## config.mk

```make
export PLATFORM = sky130hd
export DESIGN_NAME = bp_be_issue_queue
export DESIGN_NICKNAME = d
export VERILOG_FILES = /design/src/rtl/bp_be_issue_queue_pkg.sv /design/src/rtl/bp_be_issue_queue_ptr.sv /design/src/rtl/bp_be_issue_queue.sv
export SDC_FILE = /design/constraint.sdc
export NUM_CORES = 1
export LEC_CHECK = 0
export ABC_CLOCK_PERIOD_IN_PS = 9200
export CAP_MARGIN = 20
export CORE_MARGIN = 2
export CORE_UTILIZATION = 54
export DETAILED_ROUTE_END_ITERATION = 6
export PLACE_DENSITY_LB_ADDON = 0.15
export SLEW_MARGIN = 20
export SYNTH_ARGS = -nofsm -noshare
export SYNTH_HDL_FRONTEND = slang
export SYNTH_SLANG_ARGS = --single-unit
```

## constraint.sdc

```tcl
create_clock -name clk_i -period 9.2 [get_ports clk_i]
set_input_delay 1.84 -clock clk_i [delete_from_list [all_inputs] [get_ports clk_i]]
set_output_delay 1.84 -clock clk_i [all_outputs]
set_load 0.01 [all_outputs]
```

## src/rtl/bp_be_issue_queue_pkg.sv

```systemverilog
// Shared sizing constants for the back-end issue queue.
// width_p of the queue defaults to the FE/BE interface packet width below.
package bp_be_issue_queue_pkg;

    // Width of one fe_queue packet as seen by the back end.
    localparam int fe_queue_width_lp  = 32;
    localparam int issue_queue_els_lp = 8;

    // A pointer carries one extra wrap bit above the entry index.
    function automatic int ptr_width(input int els);
        return $clog2(els) + 1;
    endfunction

endpackage

```

## src/rtl/bp_be_issue_queue_ptr.sv

```systemverilog
// Circular pointer with a wrap bit; a load takes priority over an increment.
module bp_be_issue_queue_ptr #(
    parameter int width_p = 4
) (
    input  logic               clk_i,
    input  logic               reset_i,
    input  logic               inc_i,
    input  logic               load_i,
    input  logic [width_p-1:0] load_val_i,
    output logic [width_p-1:0] ptr_o
);

    logic [width_p-1:0] r_ptr;

    always_ff @(posedge clk_i) begin
        if (reset_i) begin
            r_ptr <= '0;
        end else if (load_i) begin
            r_ptr <= load_val_i;
        end else if (inc_i) begin
            r_ptr <= r_ptr + width_p'(1);
        end
    end

    assign ptr_o = r_ptr;

endmodule

```

## src/rtl/bp_be_issue_queue.sv

```systemverilog
// Checkpointing FIFO between the front-end fetch queue and the back-end checker.
// Optional same-cycle bypass from fe_queue_i is enabled by BP_BE_ISSUE_QUEUE_BYPASS_EN.
module bp_be_issue_queue
    import bp_be_issue_queue_pkg::*;
#(
    parameter int els_p   = issue_queue_els_lp,
    parameter int width_p = fe_queue_width_lp
) (
    input  logic               clk_i,
    input  logic               reset_i,
    input  logic [width_p-1:0] fe_queue_i,
    input  logic               fe_queue_v_i,
    output logic               fe_queue_ready_o,
    output logic [width_p-1:0] fe_queue_o,
    output logic               fe_queue_v_o,
    input  logic               fe_queue_yumi_i,
    input  logic               fe_queue_clr_i,
    input  logic               fe_queue_deq_i,
    input  logic               fe_queue_roll_i,
    output logic               empty_o
);

    localparam int lg_els_lp = $clog2(els_p);
    localparam int ptr_w_lp  = ptr_width(els_p);

    logic [ptr_w_lp-1:0] w_wptr;
    logic [ptr_w_lp-1:0] w_rptr;
    logic [ptr_w_lp-1:0] w_cptr;
    logic [ptr_w_lp-1:0] w_cptr_after_deq;
    logic [ptr_w_lp-1:0] w_rptr_load_val;
    logic                w_full;
    logic                w_enq;
    logic                w_unread;
    logic                w_rptr_load;

    logic [width_p-1:0] r_mem [els_p];

    // Handshakes: an entry is accepted on any edge where fe_queue_v_i & fe_queue_ready_o;
    // the checker consumes fe_queue_o on an edge where fe_queue_yumi_i is high, which it
    // may only do while fe_queue_v_o is high (yumi is a same-cycle acknowledge, not a request).
    assign w_full           = ((w_wptr - w_cptr) == ptr_w_lp'(els_p));
    assign fe_queue_ready_o = ~w_full;
    assign w_enq            = fe_queue_v_i & ~w_full;
    assign w_unread         = (w_rptr != w_wptr);
    assign empty_o          = (w_cptr == w_wptr);

    // A roll lands on the checkpoint as it stands after any same-cycle deq.
    assign w_cptr_after_deq = fe_queue_deq_i ? (w_cptr + ptr_w_lp'(1)) : w_cptr;
    assign w_rptr_load      = fe_queue_clr_i | fe_queue_roll_i;
    assign w_rptr_load_val  = fe_queue_clr_i ? w_wptr : w_cptr_after_deq;

    bp_be_issue_queue_ptr #(.width_p(ptr_w_lp)) u_wptr (
        .clk_i      (clk_i),
        .reset_i    (reset_i),
        .inc_i      (w_enq),
        .load_i     (1'b0),
        .load_val_i ('0),
        .ptr_o      (w_wptr)
    );

    bp_be_issue_queue_ptr #(.width_p(ptr_w_lp)) u_rptr (
        .clk_i      (clk_i),
        .reset_i    (reset_i),
        .inc_i      (fe_queue_yumi_i),
        .load_i     (w_rptr_load),
        .load_val_i (w_rptr_load_val),
        .ptr_o      (w_rptr)
    );

    bp_be_issue_queue_ptr #(.width_p(ptr_w_lp)) u_cptr (
        .clk_i      (clk_i),
        .reset_i    (reset_i),
        .inc_i      (fe_queue_deq_i & ~fe_queue_clr_i),
        .load_i     (fe_queue_clr_i),
        .load_val_i (w_wptr),
        .ptr_o      (w_cptr)
    );

    // Storage is never cleared; the pointers alone decide which entries are live.
    always_ff @(posedge clk_i) begin
        if (w_enq) begin
            r_mem[w_wptr[lg_els_lp-1:0]] <= fe_queue_i;
        end
    end

`ifdef BP_BE_ISSUE_QUEUE_BYPASS_EN
    logic w_bypass;

    // The bypassed entry is still written so a later roll can replay it.
    assign w_bypass     = w_enq & ~w_unread & ~fe_queue_clr_i & ~fe_queue_roll_i;
    assign fe_queue_v_o = w_unread | w_bypass;
    assign fe_queue_o   = w_bypass ? fe_queue_i : r_mem[w_rptr[lg_els_lp-1:0]];
`else
    assign fe_queue_v_o = w_unread;
    assign fe_queue_o   = r_mem[w_rptr[lg_els_lp-1:0]];
`endif

    always_ff @(posedge clk_i) begin
        if (!reset_i) begin
            a_yumi_needs_valid: assert (!(fe_queue_yumi_i && !fe_queue_v_o));
            a_deq_needs_consumed: assert (!(fe_queue_deq_i && !fe_queue_clr_i
                                            && (w_cptr == w_rptr)
                                            && !(fe_queue_yumi_i && !fe_queue_roll_i)));
        end
    end

endmodule

```

# Word-level counts from Yosys, hierarchy flattened
# Memory sizes are Yosys's and may differ from the RTL's. A register that Yosys moved wholly into a read port is not among the register bits.
# Cells that the tools add are included.
# totals
in_bits	39
word_cells	28
out_inout_bits	35
ram_bits	256
memories	1
ff_bits	12
# classes
reduce_logical	2
muxes	10
n_eq_ne	3
addsub	4
n_bitwise	5
# memory_table
name	depth	width	rd	rd_clocked_by_memory_dff	wr	line	rtl
r_mem	8	32	1	1	1	bp_be_issue_queue.sv:36	logic [width_p-1:0] r_mem [els_p];
# op_table
cell	n
$mux W4	6
$add A4 B1 Y4 const B	3
$mux W3	2
$eq A4 B4 Y1	1
$eq A4 B4 Y1 const B	1
$ne A4 B4 Y1	1
$reduce_bool A2 Y1	2
$sub A4 B4 Y4	1
$and A1 B1 Y1	2
$mux W1	2
$not A1 Y1	2
$or A1 B1 Y1	1

# Logic depth before layout (Yosys ltp)
# logic_depth
depth_word	6
ltp_mapped	8
ltp_nobuf	7

# Hierarchy
# A second synthesis with hierarchy kept.
# unflattened
hier_cells	491
hier_area_um2	10557.6
# by_module_without_submodules
module	cells_per_inst	area_per_inst_um2	instances
bp_be_issue_queue	425	9942.0	1
bp_be_issue_queue_ptr	22	205.2	3

# Worst setup path after synthesis
# No wires, ideal clock.
# synth_path
path_kind	input-to-reg
startpoint	in fe_queue_v_i
endpoint	mem r_mem[0][0] (netlist bit) (enable)
setup_time_ps	501
required_time_ps	8699
stages	2
path_slack_ps	3639
arrival_time_ps	5060
cell_sequence	o21ai_0 > nor4_1
# synth_between
elab_chain_cells	3
# synth_lines
element	line	rtl
from (decl)	bp_be_issue_queue.sv:12	input logic fe_queue_v_i,
$and A1 B1 Y1	bp_be_issue_queue.sv:43	assign w_enq = fe_queue_v_i & ~w_full;
$mux W1	bp_be_issue_queue.sv:81	if (w_enq) begin
$mux W1 (implied by the code)	bp_be_issue_queue.sv:82	r_mem[w_wptr[lg_els_lp-1:0]] <= fe_queue_i;
to (decl)	bp_be_issue_queue.sv:36	
# Every way passes these cells.

==> impl_metrics.tcl <==
set metrics [dict create \
    grt_antenna_before_repair 0 \
    hp-class "register to register" \
    cts_root_buf "clkbuf_16" \
    cts_tree "yes" \
    ir_drop_mv 0.154 \
    grt_max_degree 65 \
    clock_skew_ns 0.0139 \
    max_stage_delay_ns 0.66 \
    period_needed_ns 4.80 \
    crit_type "register to output pin" \
    cts_resized 0 \
    grt_first_pass_wirelength_mm 29.0 \
    cts.sinks 271 \
    vias_per_cell 5.77 \
    synth.distinct_cells 39 \
    slew_headroom 0.288 \
    core_area_um2 19500 \
    fillers 1329 \
    num_vias 4903 \
    wl_per_cell_um 22.2 \
    avgSynthCellArea_um2 22.5 \
    drt-total-wl_mm 18.9 \
    hpwl_mm 9.98 \
    areaGrowthSynthToFinish_pct 18.0 \
    ios 74 \
    clk_path_buf_depth 3 \
    synth_area_leaders "edfxtp_1 72%, mux4_1 9.8%, mux4_2 5.1%" \
    clk_latency_ns 0.53 \
    overflow 0 \
    worst_pin_slew_ns 1.07 \
    status "finished, final reports clean" \
    required_ns 7.36 \
    start_util 0.550 \
    drt_first_iter_violations 348 \
    fp-row-count 51 \
    crit_family "buffers and inverters" \
    grt_usage 0.188 \
    htreeDepth 1 \
    worst_setup_path_start_kind "register" \
    crit_buf_inv 2 \
    slowest_stage "mux4_1" \
    ys_warn_count 0 \
    dieArea_um2 20900 \
    drc 0 \
    clkTransAtPathRegs_ns 0.06 \
    die_h_um 145 \
    crit_path_cell_trace "buf_6 -> mux4_1 -> mux2_2 -> clkdlybuf4s50_1" \
    worstPathArrival_ns 2.96 \
    yosysSeqAreaShare 0.747 \
    maxCapViolations 0 \
    n_antenna_cell 0 \
    power_leakage_nw 4.05 \
    setup_viol 0 \
    p_per_area_nw_per_um2 229 \
    post-synth-top-area-cell "edfxtp_1" \
    portBuffers 73 \
    synth_nets 521 \
    fmax_mhz 208 \
    firstDrtPassIters 4 \
    cts-buffers-inserted 27 \
    worstPathMaxFanout 64 \
    fin_crit_sh 0.522 \
    chipWidth_um 145 \
    routabilityCongestion 0.797 \
    grt_pass1_vias 5152 \
    timing.setup.tns_ns 0 \
    synth_area_um2 10700 \
    layout-drive-gt1-share 0.202 \
    power_mw 2.89 \
    hold_viol 0 \
    cts_setup_buffers 0 \
    grt_setup_unrepaired "false" \
    ys_ff_latch 271 \
    ant_nets 0 \
    nets 609 \
    cts_hold_buffers 0 \
    netlist_instances 476 \
    synth_top_area_frac 0.719 \
    critical_path.endpoint_type "output pin" \
    slew_viol_final 0 \
]
==> cells by family (layout without fill, tap and decap cells) <==
logic type / count (synthesis) / after routing / share of synthesized area
buffers and inverters: 27 / 136 / 0.0151
DFF: 271 / 271 / 0.747
AOI/OAI and AO/OA: 18 / 18 / 0.0119
muxes: 99 / 99 / 0.186
and+or+nand+nor: 40 / 40 / 0.0199
adders and majority gates: 6 / 6 / 0.00702
xor gates and xnor gates: 15 / 15 / 0.0137
==> worst paths after layout <==
check / from / endpoint / slack, ns / depth (start not counted)
min: u_wptr.ptr_o[3] / u_wptr.ptr_o[3] / 0.60 / 2
max: register / fe_queue_o[25] / 4.40 / 4
max reg2reg: u_wptr.ptr_o[2] / r_mem[5][21] / 5.85 / 6
min reg2reg: u_wptr.ptr_o[3] / u_wptr.ptr_o[3] / 0.60 / 2
==> synth_stat cells <==
library cell and number:
nand2b_1 1, o21a_1 1, clkbuf_1 7, buf_1 2, and4_1 4, nor2b_1 2
mux4_1 40, ha_1 6, mux2_1 2, nor2_1 10, a21oi_1 5, o2111ai_1 1
inv_1 5, nor4_1 4, nor3_1 2, and3_1 1, mux2_2 33, xnor2_1 10
xor2_2 1, o21ai_0 1, mux4_2 24, a21boi_2 1, buf_2 6, xnor2_2 1
nand3_1 1, or3_1 2, a211oi_1 4, nand3b_1 1, xor2_1 3, a2bb2oi_1 1
o31ai_1 1, a31oi_1 1, edfxtp_1 256, o41ai_1 1, buf_6 7, dfxtp_1 15
nand4_1 4, a211o_1 1, nand2_1 8
==> sequential cells by signal, indices dropped and copies added, names as in the netlist, named ones only <==
| name | flops |
|---|---|
| r_mem | 256 |
| u_cptr.ptr_o | 4 |
| u_rptr.ptr_o | 4 |
| u_wptr.ptr_o | 4 |
==> per-layer routing <==
| metal | track usage | routed length [um] | up-vias | part of all wire |
|---|---|---|---|---|
| met5 | 0 | 0 | - | 0 |
| met4 | 0.0429 | 281 | 0 | 0.015 |
| met3 | 0.0329 | 802 | 25 | 0.042 |
| met2 | 0.323 | 9620 | 118 | 0.51 |
| met1 | 0.254 | 8170 | 2549 | 0.43 |
| li1 | - | - | 2211 | - |
==> report_power, final <==
| group | switching, mW | internal (mW) |
|---|---|---|
| sequential | 0.0206 | 1.41 |
| clock | 0.427 | 0.666 |
| combinational | 0.171 | 0.194 |
| total | 0.619 | 2.27 |
==> final cells by class <==
class	count	area, um^2	area share
sequential	271	7990	0.633
multi-input combinational	178	2590	0.205
timing repair buffer	81	795	0.0629
clock buffer	34	722	0.0572
tap	265	332	0.0263
clock inverter	16	179	0.0142
inverter	5	18.8	0.00149
==> per-stage QoR <==
stage	instances	util	cell area, um^2	setup slack, ns	hold WS [ns]
after floorplan	476	-	10700	3.64	0.534
after global placement	800	0.602	11700	4.65	0.570
after detailed placement	800	0.603	11700	4.90	0.584
after CTS	850	0.649	12600	4.34	0.601
after global routing	850	0.649	12600	4.26	0.618
final	850	0.649	12600	4.40	0.598
==> cell usage in the layout, fill, tap and decap left out, types with 2 or more instances in the layout <==
cell type          n
a211oi_1           4
a21oi_1            4
and4_2             3
buf_4              7
bufinv_16          4
clkbuf_1           5
clkbuf_16         27
clkbuf_8           2
clkdlybuf4s50_1   73
clkinv_1           6
clkinv_2           4
dfxtp_1           12
dfxtp_2            2
edfxtp_1         256
ha_1               6
inv_1              5
mux2_1             2
mux2_2            33
mux4_1            40
mux4_2            24
nand2_1            8
nand4_1            4
nor2_1            10
nor2b_1            2
nor3_1             2
nor4_2             4
or3_1              2
xnor2_1           10
xor2_1             3
==> worst register-to-register path: stages (launching register included) <==
cell      delay, ns
dfxtp_1        0.69
ha_1           0.39
a21oi_1        0.16
nand2_1        0.15
xor2_2         0.26
a21boi_2       0.29
and4_2         1.01
Power figures use the tool's default switching activity.
